===== src/rtl/ee290_mem_replay_unit_if.sv =====
// ==========================================================================
// ee290_mem_replay_unit_if : accelerator/cache request-response bus | rev 1.0
// ==========================================================================
`default_nettype none

interface ee290_mem_replay_unit_if;
  logic        acc_req_valid;
  logic        acc_req_ready;
  logic [63:0] acc_req_addr;
  logic [7:0]  acc_req_tag;
  logic        acc_req_wen;
  logic [63:0] acc_req_wdata;

  logic        mem_req_valid;
  logic        mem_req_ready;
  logic [63:0] mem_req_addr;
  logic [7:0]  mem_req_tag;
  logic        mem_req_wen;
  logic [63:0] mem_s1_data;
  logic        mem_s2_nack;

  logic        mem_resp_valid;
  logic        mem_resp_has_data;
  logic [7:0]  mem_resp_tag;
  logic [63:0] mem_resp_data;

  logic        acc_resp_valid;
  logic [7:0]  acc_resp_tag;
  logic [63:0] acc_resp_data;

  logic        busy;

  // master is the replay unit; slave is the accelerator/cache environment
  modport master (
    input  acc_req_valid, acc_req_addr, acc_req_tag, acc_req_wen, acc_req_wdata,
    output acc_req_ready,
    output mem_req_valid, mem_req_addr, mem_req_tag, mem_req_wen, mem_s1_data,
    input  mem_req_ready, mem_s2_nack,
    input  mem_resp_valid, mem_resp_has_data, mem_resp_tag, mem_resp_data,
    output acc_resp_valid, acc_resp_tag, acc_resp_data,
    output busy
  );

  modport slave (
    output acc_req_valid, acc_req_addr, acc_req_tag, acc_req_wen, acc_req_wdata,
    input  acc_req_ready,
    input  mem_req_valid, mem_req_addr, mem_req_tag, mem_req_wen, mem_s1_data,
    output mem_req_ready, mem_s2_nack,
    output mem_resp_valid, mem_resp_has_data, mem_resp_tag, mem_resp_data,
    input  acc_resp_valid, acc_resp_tag, acc_resp_data,
    input  busy
  );
endinterface

`default_nettype wire


===== src/rtl/ee290_mem_replay_unit.sv =====
// ==========================================================================
// ee290_mem_replay_unit : s1/s2 tracking with nack replay FIFO | rev 1.0
// ==========================================================================
`default_nettype none

module ee290_mem_replay_unit #(
  parameter int DEPTH = 4
) (
  input  logic                          clock,
  input  logic                          reset,
  ee290_mem_replay_unit_if.master       bus
);

  localparam int PW = (DEPTH > 1) ? $clog2(DEPTH) : 1;
  localparam int CW = $clog2(DEPTH + 1);

  typedef struct packed {
    logic [63:0] addr;
    logic [7:0]  tag;
    logic        wen;
    logic [63:0] wdata;
  } req_t;

  req_t          fifo_mem [DEPTH];
  logic [PW-1:0] rd_ptr;
  logic [PW-1:0] wr_ptr;
  logic [CW-1:0] fifo_count;
  logic          s1_v;
  logic          s2_v;
  req_t          s1_req;
  req_t          s2_req;
  logic [4:0]    pending_loads;

  logic          fifo_empty;
  logic [CW:0]   occupancy;
  logic          space;
  req_t          acc_req;
  req_t          issue_req;
  logic          issue_valid;
  logic          handshake;
  logic          push;
  logic          pop;
  logic          retire_load;
  logic          resp_fwd;

  function automatic logic [PW-1:0] ptr_next(input logic [PW-1:0] p);
    return (p == PW'(DEPTH - 1)) ? '0 : p + PW'(1);
  endfunction

  assign fifo_empty  = (fifo_count == '0);
  assign occupancy   = {1'b0, fifo_count} + (CW+1)'(s1_v) + (CW+1)'(s2_v);
  assign space       = (occupancy < (CW+1)'(DEPTH));
  assign acc_req     = {bus.acc_req_addr, bus.acc_req_tag, bus.acc_req_wen, bus.acc_req_wdata};

  // Pending replays always win the port; new traffic waits until they drain.
  assign issue_req   = fifo_empty ? acc_req : fifo_mem[rd_ptr];
  assign issue_valid = !reset && (!fifo_empty || (bus.acc_req_valid && space));
  assign handshake   = issue_valid && bus.mem_req_ready;
  assign pop         = handshake && !fifo_empty;
  assign push        = s2_v && bus.mem_s2_nack;
  assign retire_load = s2_v && !bus.mem_s2_nack && !s2_req.wen;
  assign resp_fwd    = !reset && bus.mem_resp_valid && bus.mem_resp_has_data;

  assign bus.acc_req_ready  = !reset && bus.mem_req_ready && fifo_empty && space;
  assign bus.mem_req_valid  = issue_valid;
  assign bus.mem_req_addr   = issue_req.addr;
  assign bus.mem_req_tag    = issue_req.tag;
  assign bus.mem_req_wen    = issue_req.wen;
  assign bus.mem_s1_data    = (!reset && s1_v) ? s1_req.wdata : 64'd0;
  assign bus.acc_resp_valid = resp_fwd;
  assign bus.acc_resp_tag   = bus.mem_resp_tag;
  assign bus.acc_resp_data  = bus.mem_resp_data;
  assign bus.busy           = !reset && (s1_v || s2_v || !fifo_empty || (pending_loads != 5'd0));

  always_ff @(posedge clock) begin
    if (reset) begin
      s1_v          <= 1'b0;
      s2_v          <= 1'b0;
      rd_ptr        <= '0;
      wr_ptr        <= '0;
      fifo_count    <= '0;
      pending_loads <= 5'd0;
    end else begin
      s1_v <= handshake;
      s2_v <= s1_v;
      if (push) wr_ptr <= ptr_next(wr_ptr);
      if (pop)  rd_ptr <= ptr_next(rd_ptr);
      case ({push, pop})
        2'b10:   fifo_count <= fifo_count + CW'(1);
        2'b01:   fifo_count <= fifo_count - CW'(1);
        default: ;
      endcase
      case ({retire_load, resp_fwd})
        2'b10:   pending_loads <= pending_loads + 5'd1;
        2'b01:   pending_loads <= pending_loads - 5'd1;
        default: ;
      endcase
    end
  end

  // Payload registers carry no reset; their valid bits qualify them.
  always_ff @(posedge clock) begin
    s1_req <= issue_req;
    s2_req <= s1_req;
    if (push) fifo_mem[wr_ptr] <= s2_req;
  end

endmodule

`default_nettype wire

===== src/flat_wrapper.sv =====
// flat-port wrapper written by rule: the top's interface ports become plain ports
module ee290_mem_replay_unit_flat 
#(
  parameter int DEPTH = 4
)
  (clock, reset, bus_acc_req_valid, bus_acc_req_addr, bus_acc_req_tag, bus_acc_req_wen, bus_acc_req_wdata, bus_acc_req_ready, bus_mem_req_valid, bus_mem_req_addr, bus_mem_req_tag, bus_mem_req_wen, bus_mem_s1_data, bus_mem_req_ready, bus_mem_s2_nack, bus_mem_resp_valid, bus_mem_resp_has_data, bus_mem_resp_tag, bus_mem_resp_data, bus_acc_resp_valid, bus_acc_resp_tag, bus_acc_resp_data, bus_busy);
  ee290_mem_replay_unit_if bus_i ();
  input  logic clock;
  input  logic reset;
  input wire logic [$bits(bus_i.acc_req_valid)-1:0] bus_acc_req_valid;
  input wire logic [$bits(bus_i.acc_req_addr)-1:0] bus_acc_req_addr;
  input wire logic [$bits(bus_i.acc_req_tag)-1:0] bus_acc_req_tag;
  input wire logic [$bits(bus_i.acc_req_wen)-1:0] bus_acc_req_wen;
  input wire logic [$bits(bus_i.acc_req_wdata)-1:0] bus_acc_req_wdata;
  output wire logic [$bits(bus_i.acc_req_ready)-1:0] bus_acc_req_ready;
  output wire logic [$bits(bus_i.mem_req_valid)-1:0] bus_mem_req_valid;
  output wire logic [$bits(bus_i.mem_req_addr)-1:0] bus_mem_req_addr;
  output wire logic [$bits(bus_i.mem_req_tag)-1:0] bus_mem_req_tag;
  output wire logic [$bits(bus_i.mem_req_wen)-1:0] bus_mem_req_wen;
  output wire logic [$bits(bus_i.mem_s1_data)-1:0] bus_mem_s1_data;
  input wire logic [$bits(bus_i.mem_req_ready)-1:0] bus_mem_req_ready;
  input wire logic [$bits(bus_i.mem_s2_nack)-1:0] bus_mem_s2_nack;
  input wire logic [$bits(bus_i.mem_resp_valid)-1:0] bus_mem_resp_valid;
  input wire logic [$bits(bus_i.mem_resp_has_data)-1:0] bus_mem_resp_has_data;
  input wire logic [$bits(bus_i.mem_resp_tag)-1:0] bus_mem_resp_tag;
  input wire logic [$bits(bus_i.mem_resp_data)-1:0] bus_mem_resp_data;
  output wire logic [$bits(bus_i.acc_resp_valid)-1:0] bus_acc_resp_valid;
  output wire logic [$bits(bus_i.acc_resp_tag)-1:0] bus_acc_resp_tag;
  output wire logic [$bits(bus_i.acc_resp_data)-1:0] bus_acc_resp_data;
  output wire logic [$bits(bus_i.busy)-1:0] bus_busy;
  assign bus_i.acc_req_valid = bus_acc_req_valid;
  assign bus_i.acc_req_addr = bus_acc_req_addr;
  assign bus_i.acc_req_tag = bus_acc_req_tag;
  assign bus_i.acc_req_wen = bus_acc_req_wen;
  assign bus_i.acc_req_wdata = bus_acc_req_wdata;
  assign bus_acc_req_ready = bus_i.acc_req_ready;
  assign bus_mem_req_valid = bus_i.mem_req_valid;
  assign bus_mem_req_addr = bus_i.mem_req_addr;
  assign bus_mem_req_tag = bus_i.mem_req_tag;
  assign bus_mem_req_wen = bus_i.mem_req_wen;
  assign bus_mem_s1_data = bus_i.mem_s1_data;
  assign bus_i.mem_req_ready = bus_mem_req_ready;
  assign bus_i.mem_s2_nack = bus_mem_s2_nack;
  assign bus_i.mem_resp_valid = bus_mem_resp_valid;
  assign bus_i.mem_resp_has_data = bus_mem_resp_has_data;
  assign bus_i.mem_resp_tag = bus_mem_resp_tag;
  assign bus_i.mem_resp_data = bus_mem_resp_data;
  assign bus_acc_resp_valid = bus_i.acc_resp_valid;
  assign bus_acc_resp_tag = bus_i.acc_resp_tag;
  assign bus_acc_resp_data = bus_i.acc_resp_data;
  assign bus_busy = bus_i.busy;
  ee290_mem_replay_unit #(.DEPTH(DEPTH)) u_core (.clock(clock), .reset(reset), .bus(bus_i));
endmodule

===== config.mk =====
export PLATFORM = sky130hd
export DESIGN_NAME = ee290_mem_replay_unit_flat
export DESIGN_NICKNAME = d
export VERILOG_FILES = /design/src/rtl/ee290_mem_replay_unit_if.sv /design/src/rtl/ee290_mem_replay_unit.sv /design/src/flat_wrapper.sv
export SDC_FILE = /design/constraint.sdc
export NUM_CORES = 1
export LEC_CHECK = 0
export ABC_AREA = 1
export ABC_CLOCK_PERIOD_IN_PS = 8300
export CORE_UTILIZATION = 49
export DETAILED_ROUTE_END_ITERATION = 12
export HOLD_SLACK_MARGIN = 0.12
export PLACE_DENSITY = 0.79
export SLEW_MARGIN = 0
export SYNTH_ARGS = -nofsm -noshare
export SYNTH_HDL_FRONTEND = slang
export SYNTH_SLANG_ARGS = --single-unit

===== constraint.sdc =====
create_clock -name clock -period 8.3 [get_ports clock]
set_clock_uncertainty 0.05 [all_clocks]
set_input_delay 1.245 -clock clock [delete_from_list [all_inputs] [get_ports clock]]
set_output_delay 1.245 -clock clock [all_outputs]
set_load 0.01 [all_outputs]

## Word level (Yosys, flattened, before mapping)

Memories as Yosys holds them, arrays and structs flattened. A register that Yosys moved wholly into a read port is not among the register bits.
Index checks and enable logic that the tools add are counted.

| storage, ports and cells | value |
|---|---|
| register bits | 288 |
| RAM bits | 548 |
| input port bits | 216 |
| output and inout port bits | 213 |
| word-level logic and storage cells | 66 |
| memories kept | 1 |

| operators by class | value |
|---|---|
| $add $sub $neg | 8 |
| $lt $le $gt $ge | 1 |
| eq/ne operators | 6 |
| multiplexer cells | 10 |
| reductions and logical operators | 26 |

Memory list:

| name | depth | width | rd ports | clocked after Yosys merged registers in | wr ports | line | text |
|---|---|---|---|---|---|---|---|
| u_core.fifo_mem | 4 | 137 | 1 | 1 | 1 | ee290_mem_replay_unit.sv:24 | `req_t fifo_mem [DEPTH];` |

Operator list:

| operator | number |
|---|---|
| 137-bit two-way mux | 1 |
| 64-bit two-way mux | 1 |
| 1-bit logical AND | 14 |
| 5-bit case mux with 2 select lines | 1 |
| 2-bit == test, second input constant | 4 |
| 2-bit two-way mux | 4 |
| 3-bit case mux with 2 select lines | 1 |
| 5-bit by 1-bit adder with 5-bit output, second input constant | 1 |
| 5-bit nonzero test | 1 |
| 5-bit by 1-bit subtractor with 5-bit output, second input constant | 1 |
| 2-bit by 1-bit adder with 2-bit output, second input constant | 2 |
| 3-bit by 1-bit adder with 4-bit output | 1 |
| 4-bit by 1-bit adder with 4-bit output | 1 |
| 2-bit by 1-bit == test with 1-bit output, second input constant | 2 |
| 1-bit zero test | 4 |
| 1-bit logical OR | 4 |
| 4-bit by 3-bit < comparator with 1-bit output, second input constant | 1 |
| 2-bit nonzero test | 2 |
| 3-bit by 1-bit adder with 3-bit output, second input constant | 1 |
| 3-bit zero test | 1 |
| 3-bit by 1-bit subtractor with 3-bit output, second input constant | 1 |
| 1-bit two-way mux | 2 |

## Depth between registers and ports, before layout

Gate-level depths: netlist (run 1).

| depth | value |
|---|---|
| depth after elaboration | 10 |
| gate-level depth with buffers | 12 |
| gate-level depth less buffers | 12 |

## Worst setup path after synthesis (run 1)

Ideal clock, no wire load.

| path | value |
|---|---|
| kind | input to register |
| start point | input bus_mem_s2_nack |
| end point | memory u_core.fifo_mem[0][0] in the netlist's numbering, enable pin |
| library setup time | 0.636 ns |
| data arrival time | 7.111 ns |
| data required time | 7.614 ns |
| slack | 0.504 ns |
| stages | 2 |
| buffers on the path | 0 |
| cells stage by stage | nand2_1 nor2_1 |

| between the ends | value |
|---|---|
| cells in the longest elaborated chain, start to end | 3 |

RTL lines:

| what | line | text |
|---|---|---|
| start, declared | flat_wrapper.sv:22 | `input wire logic [$bits(bus_i.mem_s2_nack)-1:0] bus_mem_s2_nack;` |
| 1-bit logical AND | ee290_mem_replay_unit.sv:60 | `assign push = s2_v && bus.mem_s2_nack;` |
| 1-bit two-way mux | ee290_mem_replay_unit.sv:105 | `if (push) fifo_mem[wr_ptr] <= s2_req;` |
| 1-bit two-way mux (implied by the code) | ee290_mem_replay_unit.sv:105 |  |
| end, declared | ee290_mem_replay_unit.sv:24 |  |

Every way passes these cells.

==> flow_summary.ini, run 1 <==
[worst_hold_path]
hold_path_class = reg2reg

[timing]
fin_crit_sh_pct = 67.1
period_minus_slack_ns = 5.57
slew_violations = 0
fin_ws_ns = 2.73
hold_viol_final = 0
slew_headroom_pct = 22.3
setup_tns_ns = 0
max_freq_mhz = 180
worst_pin_slew_ns = 1.16
rsz0062_at_grt = false
setup_violations = 0

[worst_setup_path]
r2r-end = u_core.s1_req[132]
reg2regPathDepth = 6
start_kind = flop
endpoint = bus_mem_req_addr[59]
worst-path-max-fanout = 173
worst-endpoint-required_ns = 7.01
critPathKind = reg2out
arrival_ns = 4.27
cp-end-kind = primary output
ff2ff_setup_slack_ns = 5.09

[power]
clkPwrFrac_pct = 42.3
p_sw_mw = 1.81
power_mw = 8.77
irDropWorstVdd_v = 0.000175
comb_power_share_pct = 4.3
p_seq_share_pct = 53.4
p_sw_share_pct = 20.6
internal_power_mw = 6.96
pwr_density_cell_nw_per_um2 = 251
p_leak_nw = 12.6

[routing]
drc = 0
first_iter_violations = 1355
post_drt_wl_per_cell_um = 19.8
vias = 18200
antenna_left = 0
dr.pass1.iters = 5
drt-total-wl_mm = 67.5
viasPerCell = 5.32

[global_routing]
antenna_found_initial = 4
grt_use_total_pct = 21.3
grt_first_pass_wirelength_mm = 103
grt_max_degree = 174
grt_pass1_vias = 18600
grt_overflow = 0

[clock_network]
tritoncts = done
clock-sinks = 838
cts-root-buf = clkbuf_16
post_cts_resize_count = 0
clkLatencyLatePin_ns = 0.61
cts_setup_buffers = 0
clockBufferDepth = 3
clk_pin_slew_ns = 0.06
cts_hold_buffers = 0
numCtsBuffers = 83
htree_num_levels = 3

[yosys]
yosysUniqueCellTypes = 28
syn_area_um2 = 30000
synth_top_cell_area_share_pct = 54.8
seq_area_frac_synth_pct = 74.1
netlist_top_cells_count = nor2_1 (761), edfxtp_1 (548), dfxtp_1 (290), o21ai_0 (200), buf_4 (152)
syn_inst = 2444
synth-edff-count = 548
synth-seq-cells = 838
synth-main-ff-cell = edfxtp_1
synth_area_leaders = edfxtp_1 (55%), dfxtp_1 (19%), nor2_1 (9.5%), buf_4 (3.8%), o21ai_0 (3.3%)
synth_nets = 2672
syn_avg_cell_area_um2 = 12.3
synth_most_common_cell = nor2_1
yosysTopAreaCell = edfxtp_1
synthArstFlopShare_pct = 0
ys.warnings.count = 0

[flow_run]
max_cap_viol_count = 0

[placement]
place.detailed.hpwl_mm = 36.9
placed_cells = 3255
io_buffers = 284
gp_congestion = 0.773
pre_cts_slack_ns = 3.41

[floorplanning]
placementRows = 90
die_y_um = 250
initial_core_util_pct = 49.7
core-area_um2 = 60500
fp.dieArea_um2 = 62300
ios = 429
die_w_um = 250

[cells_and_area]
syn2layout_area_growth_pct = 16.3
final_util_pct = 57.8
drive_gt1_share_pct = 5.90
final_cells = 3410
nNetsFinal = 2786

[status]
status = complete, no violations
area by class of cell:
cell class,count,area [µm²]
fill,4653,25500
inverter,92,358
sequential,838,22300
timing repair buffer,303,3020
multi-input combinational,1240,5570
clock buffer,123,2410
antenna,2,5.00
tap,782,978
clock inverter,30,330
through the flow:
stage	hold WS [ns]	area, µm²
6_report	0.273	34900
5_1_grt	0.277	34900
4_1_cts	0.273	34900
3_5_place_dp	0.262	32200
3_3_place_gp	0.260	32200
2_1_floorplan	0.260	30000
routing by layer:
layer	up-vias	global-route usage (%)	routed length [µm]
met2	645	35.2	32300
met1	8824	25.9	26500
met4	6	11.2	3400
met3	226	5.34	5230
li1	8453	-	-
met5	-	0	36
cells by family after synthesis:
group,Yosys count,synth area share [%]
and+or+nand+nor,792,9.97
buffers and inverters,366,7.48
DFF,838,74.1
xor gates and xnor gates,3,0.0875
AOI/OAI and AO/OA,433,7.80
adders and majority gates,12,0.550
placed cells by master, fill, tap and decap left out, types with 21 or more instances in the layout:
master           count
nor2_1             757
edfxtp_1           548
dfxtp_1            288
clkdlybuf4s50_1    284
o21ai_0            200
a31oi_1            136
inv_1               89
clkbuf_16           86
o21ai_1             83
clkbuf_1            25
nand2_1             21
sequential cells by signal, summed over array words and instances, names as in the netlist, named ones only:
register and cells:
u_core.pending_loads 5, u_core.s2_v 1, u_core.rd_ptr 2, u_core.fifo_count 3, u_core.s1_req 137, u_core.fifo_mem 548, u_core.s2_req 137, u_core.wr_ptr 2
u_core.s1_v 1
power groups by stage:
stage / clock network, mW / logic [mW] / registers, mW
after CTS: 3.77 / 0.382 / 4.68
after global placement: 0 / 0.372 / 4.75
final: 3.71 / 0.378 / 4.68
after detailed placement: 0 / 0.375 / 4.76
after global routing: 3.93 / 0.409 / 4.69
after floorplan: 0 / 0.250 / 4.74
worst max-delay path: stages, from the launching register on:
cell	delay, ns
dfxtp_4	0.39
buf_12	0.54
buf_4	0.99
nor2_1	0.14
nor2_1	0.19
o21ai_0	0.15
a31oi_1	0.37
clkdlybuf4s50_1	0.61
how the worst min path moves through the flow:
stage	startpoint	endpoint	slack, ns	depth (start not counted)
3_3_place_gp	u_core.s1_req[119]	u_core.s2_req[119]	0.26	0
5_1_grt	u_core.s1_req[122]	u_core.s2_req[122]	0.28	0
2_1_floorplan	u_core.s1_req[100]	u_core.s2_req[100]	0.26	0
4_1_cts	u_core.s1_req[128]	u_core.s2_req[128]	0.27	0
6_report	u_core.s1_req[95]	u_core.s2_req[95]	0.27	0
3_5_place_dp	u_core.s1_req[120]	u_core.s2_req[120]	0.26	0
Note: power is estimated with default switching activity, not from simulation.
==> run 2: changes to the inputs <==
--- a/config.mk
+++ b/config.mk
@@ -6,11 +6,11 @@
 export NUM_CORES = 1
 export LEC_CHECK = 0
 export ABC_AREA = 1
-export ABC_CLOCK_PERIOD_IN_PS = 8300
-export CORE_UTILIZATION = 49
+export ABC_CLOCK_PERIOD_IN_PS = 5400
+export CORE_UTILIZATION = 54
 export DETAILED_ROUTE_END_ITERATION = 12
 export HOLD_SLACK_MARGIN = 0.12
-export PLACE_DENSITY = 0.79
+export PLACE_DENSITY = 0.82
 export SLEW_MARGIN = 0
 export SYNTH_ARGS = -nofsm -noshare
 export SYNTH_HDL_FRONTEND = slang
==> constraint.sdc (replaced) <==
create_clock -name clock -period 5.4 [get_ports clock]
set_clock_uncertainty 0.05 [all_clocks]
set_input_delay 0.81 -clock clock [delete_from_list [all_inputs] [get_ports clock]]
set_output_delay 0.81 -clock clock [all_outputs]
set_load 0.01 [all_outputs]
==> run 2 against run 1 <==
  * Worst hold slack gained 0.0021 ns
  * Highest routed layer unchanged
  * Critical path depth shrank 1
  * Via count grew 1.0%
  * Largest cell class unchanged
==> flow_summary.ini, run 2 (synthesis gave the netlist of run 1 again) <==
[cells_and_area]
nFillCells = 3809
reg_top3 = u_core.fifo_mem x548, u_core.s1_req x137, u_core.s2_req x137
final_util_pct = 64.2
nNetsFinal = 2795
multi_input_area_um2 = 5570
antennaDiodeCount = 0
largest_reg_flops = 548
final_cell_mix = nor2_1 (757), edfxtp_1 (548), dfxtp_1 (288)
drive_gt1_share_pct = 6.80
largest-register = u_core.fifo_mem
final-seq-area_um2 = 22300
final_common_cell = nor2_1
syn2layout_area_growth_pct = 17.5

[worst_setup_path]
arrival_ns = 3.43
crit_top_cell = clkdlybuf4s50_1
slowest_stage = nand2_2
ff2ff_setup_slack_ns = 2.52
max_stage_delay_ns = 0.65
worst-endpoint-required_ns = 4.54
critPathKind = in2out
path_cells = clkdlybuf4s50_1 > inv_1 > nand2_2 > buf_4 > nor2_1 > clkdlybuf4s50_1
worst-path-max-fanout = 57
start_kind = input port
cp-end-kind = primary output

[power]
p_seq_share_pct = 52.0
internal_power_mw = 11.1
irDropWorstVdd_v = 0.000320
clkPwrFrac_pct = 43.9
power_mw = 13.8
p_leak_nw = 12.8
p_sw_mw = 2.78
p_sw_share_pct = 20.1
comb_power_share_pct = 4.2
pwr_density_cell_nw_per_um2 = 392

[timing]
setup_tns_ns = 0
max_freq_mhz = 233
slew_headroom_pct = 18.2
fin_ws_ns = 1.11
rsz0062_at_grt = false
hold_viol_final = 0
worst_pin_slew_ns = 1.22
setup_violations = 0
period_minus_slack_ns = 4.29
hold_ws_ns = 0.275
fin_crit_sh_pct = 79.5
slew_violations = 0

[status]
status = complete, no violations

[routing]
post_drt_wl_per_cell_um = 19.7
dr.pass1.iters = 8
wl_met2_mm = 32.0
vias = 18300
first_iter_violations = 1565
wl_met3_mm = 6.08
drt-total-wl_mm = 66.5
viasPerCell = 5.42
dr.max_layer_used = met5
drc = 0
antenna_left = 0
wl_met1_mm = 26.3

[global_routing]
grt_first_pass_wirelength_mm = 101
grt_overflow = 0
grt_max_degree = 214
grt_use_total_pct = 23.2
antenna_found_initial = 4
grt_pass1_vias = 18400

[clock_network]
post_cts_resize_count = 0
cts-root-buf = clkbuf_16
numCtsBuffers = 82
clkLatencyLatePin_ns = 0.61
clock-sinks = 838
cts_setup_buffers = 0
clk_pin_slew_ns = 0.06
clockBufferDepth = 3
cts_hold_buffers = 0
tritoncts = done
htree_num_levels = 3

[floorplanning]
placementRows = 86
core-area_um2 = 55000
die_y_um = 238
fp.dieArea_um2 = 56600
die_w_um = 238
initial_core_util_pct = 54.6
ios = 429

[placement]
io_buffers = 284
pre_cts_slack_ns = 1.02
gp_congestion = 0.796
place.detailed.hpwl_mm = 36.9

[worst_hold_path]
hold_path_class = reg2reg

[flow_run]
max_cap_viol_count = 0
==> run 2: critical path: cells and delay by family <==
family        cells  cell delay [ns]
simple gates      2             0.77
buf+inv           4             1.83
==> run 2: cell type report <==
type,instances,area share (%)
timing repair buffer,313,9.16
multi-input combinational,1240,15.8
clock inverter,45,1.62
sequential,838,63.1
clock buffer,106,6.72
inverter,92,0.999
tap,748,2.65
==> run 2: power by group through the flow <==
stage               registers [mW]  logic, mW  clock network, mW
floorplan                     7.28      0.385                  0
global placement              7.30      0.565                  0
detailed placement            7.32      0.573                  0
CTS                           7.19      0.582               6.15
global route                  7.21      0.627               6.42
finish                        7.20      0.580               6.07
==> run 2: path summary, 6_finish.rpt <==
check,from,end,cells after the start
worst min-delay path,u_core.s1_req[74],u_core.s2_req[74],0
worst min register to register,u_core.s1_req[74],u_core.s2_req[74],0
worst max-delay path,reset,bus_mem_s1_data[1],6
worst max register to register,u_core.fifo_count[1],u_core.fifo_count[2],12
==> run 2: per-stage QoR <==
| step | instance area [µm²] | cells |
|---|---|---|
| 5_1_grt | 35300 | 3382 |
| 3_3_place_gp | 32400 | 3231 |
| 6_report | 35300 | 3382 |
| 4_1_cts | 35300 | 3382 |
| 2_1_floorplan | 30000 | 2444 |
| 3_5_place_dp | 32400 | 3231 |
==> run 2: layer usage <==
metal	track usage [%]	vias to the layer above
met2	38.5	813
li1	-	8458
met3	6.62	154
met4	9.31	8
met1	28.7	8911
met5	0.0866	-
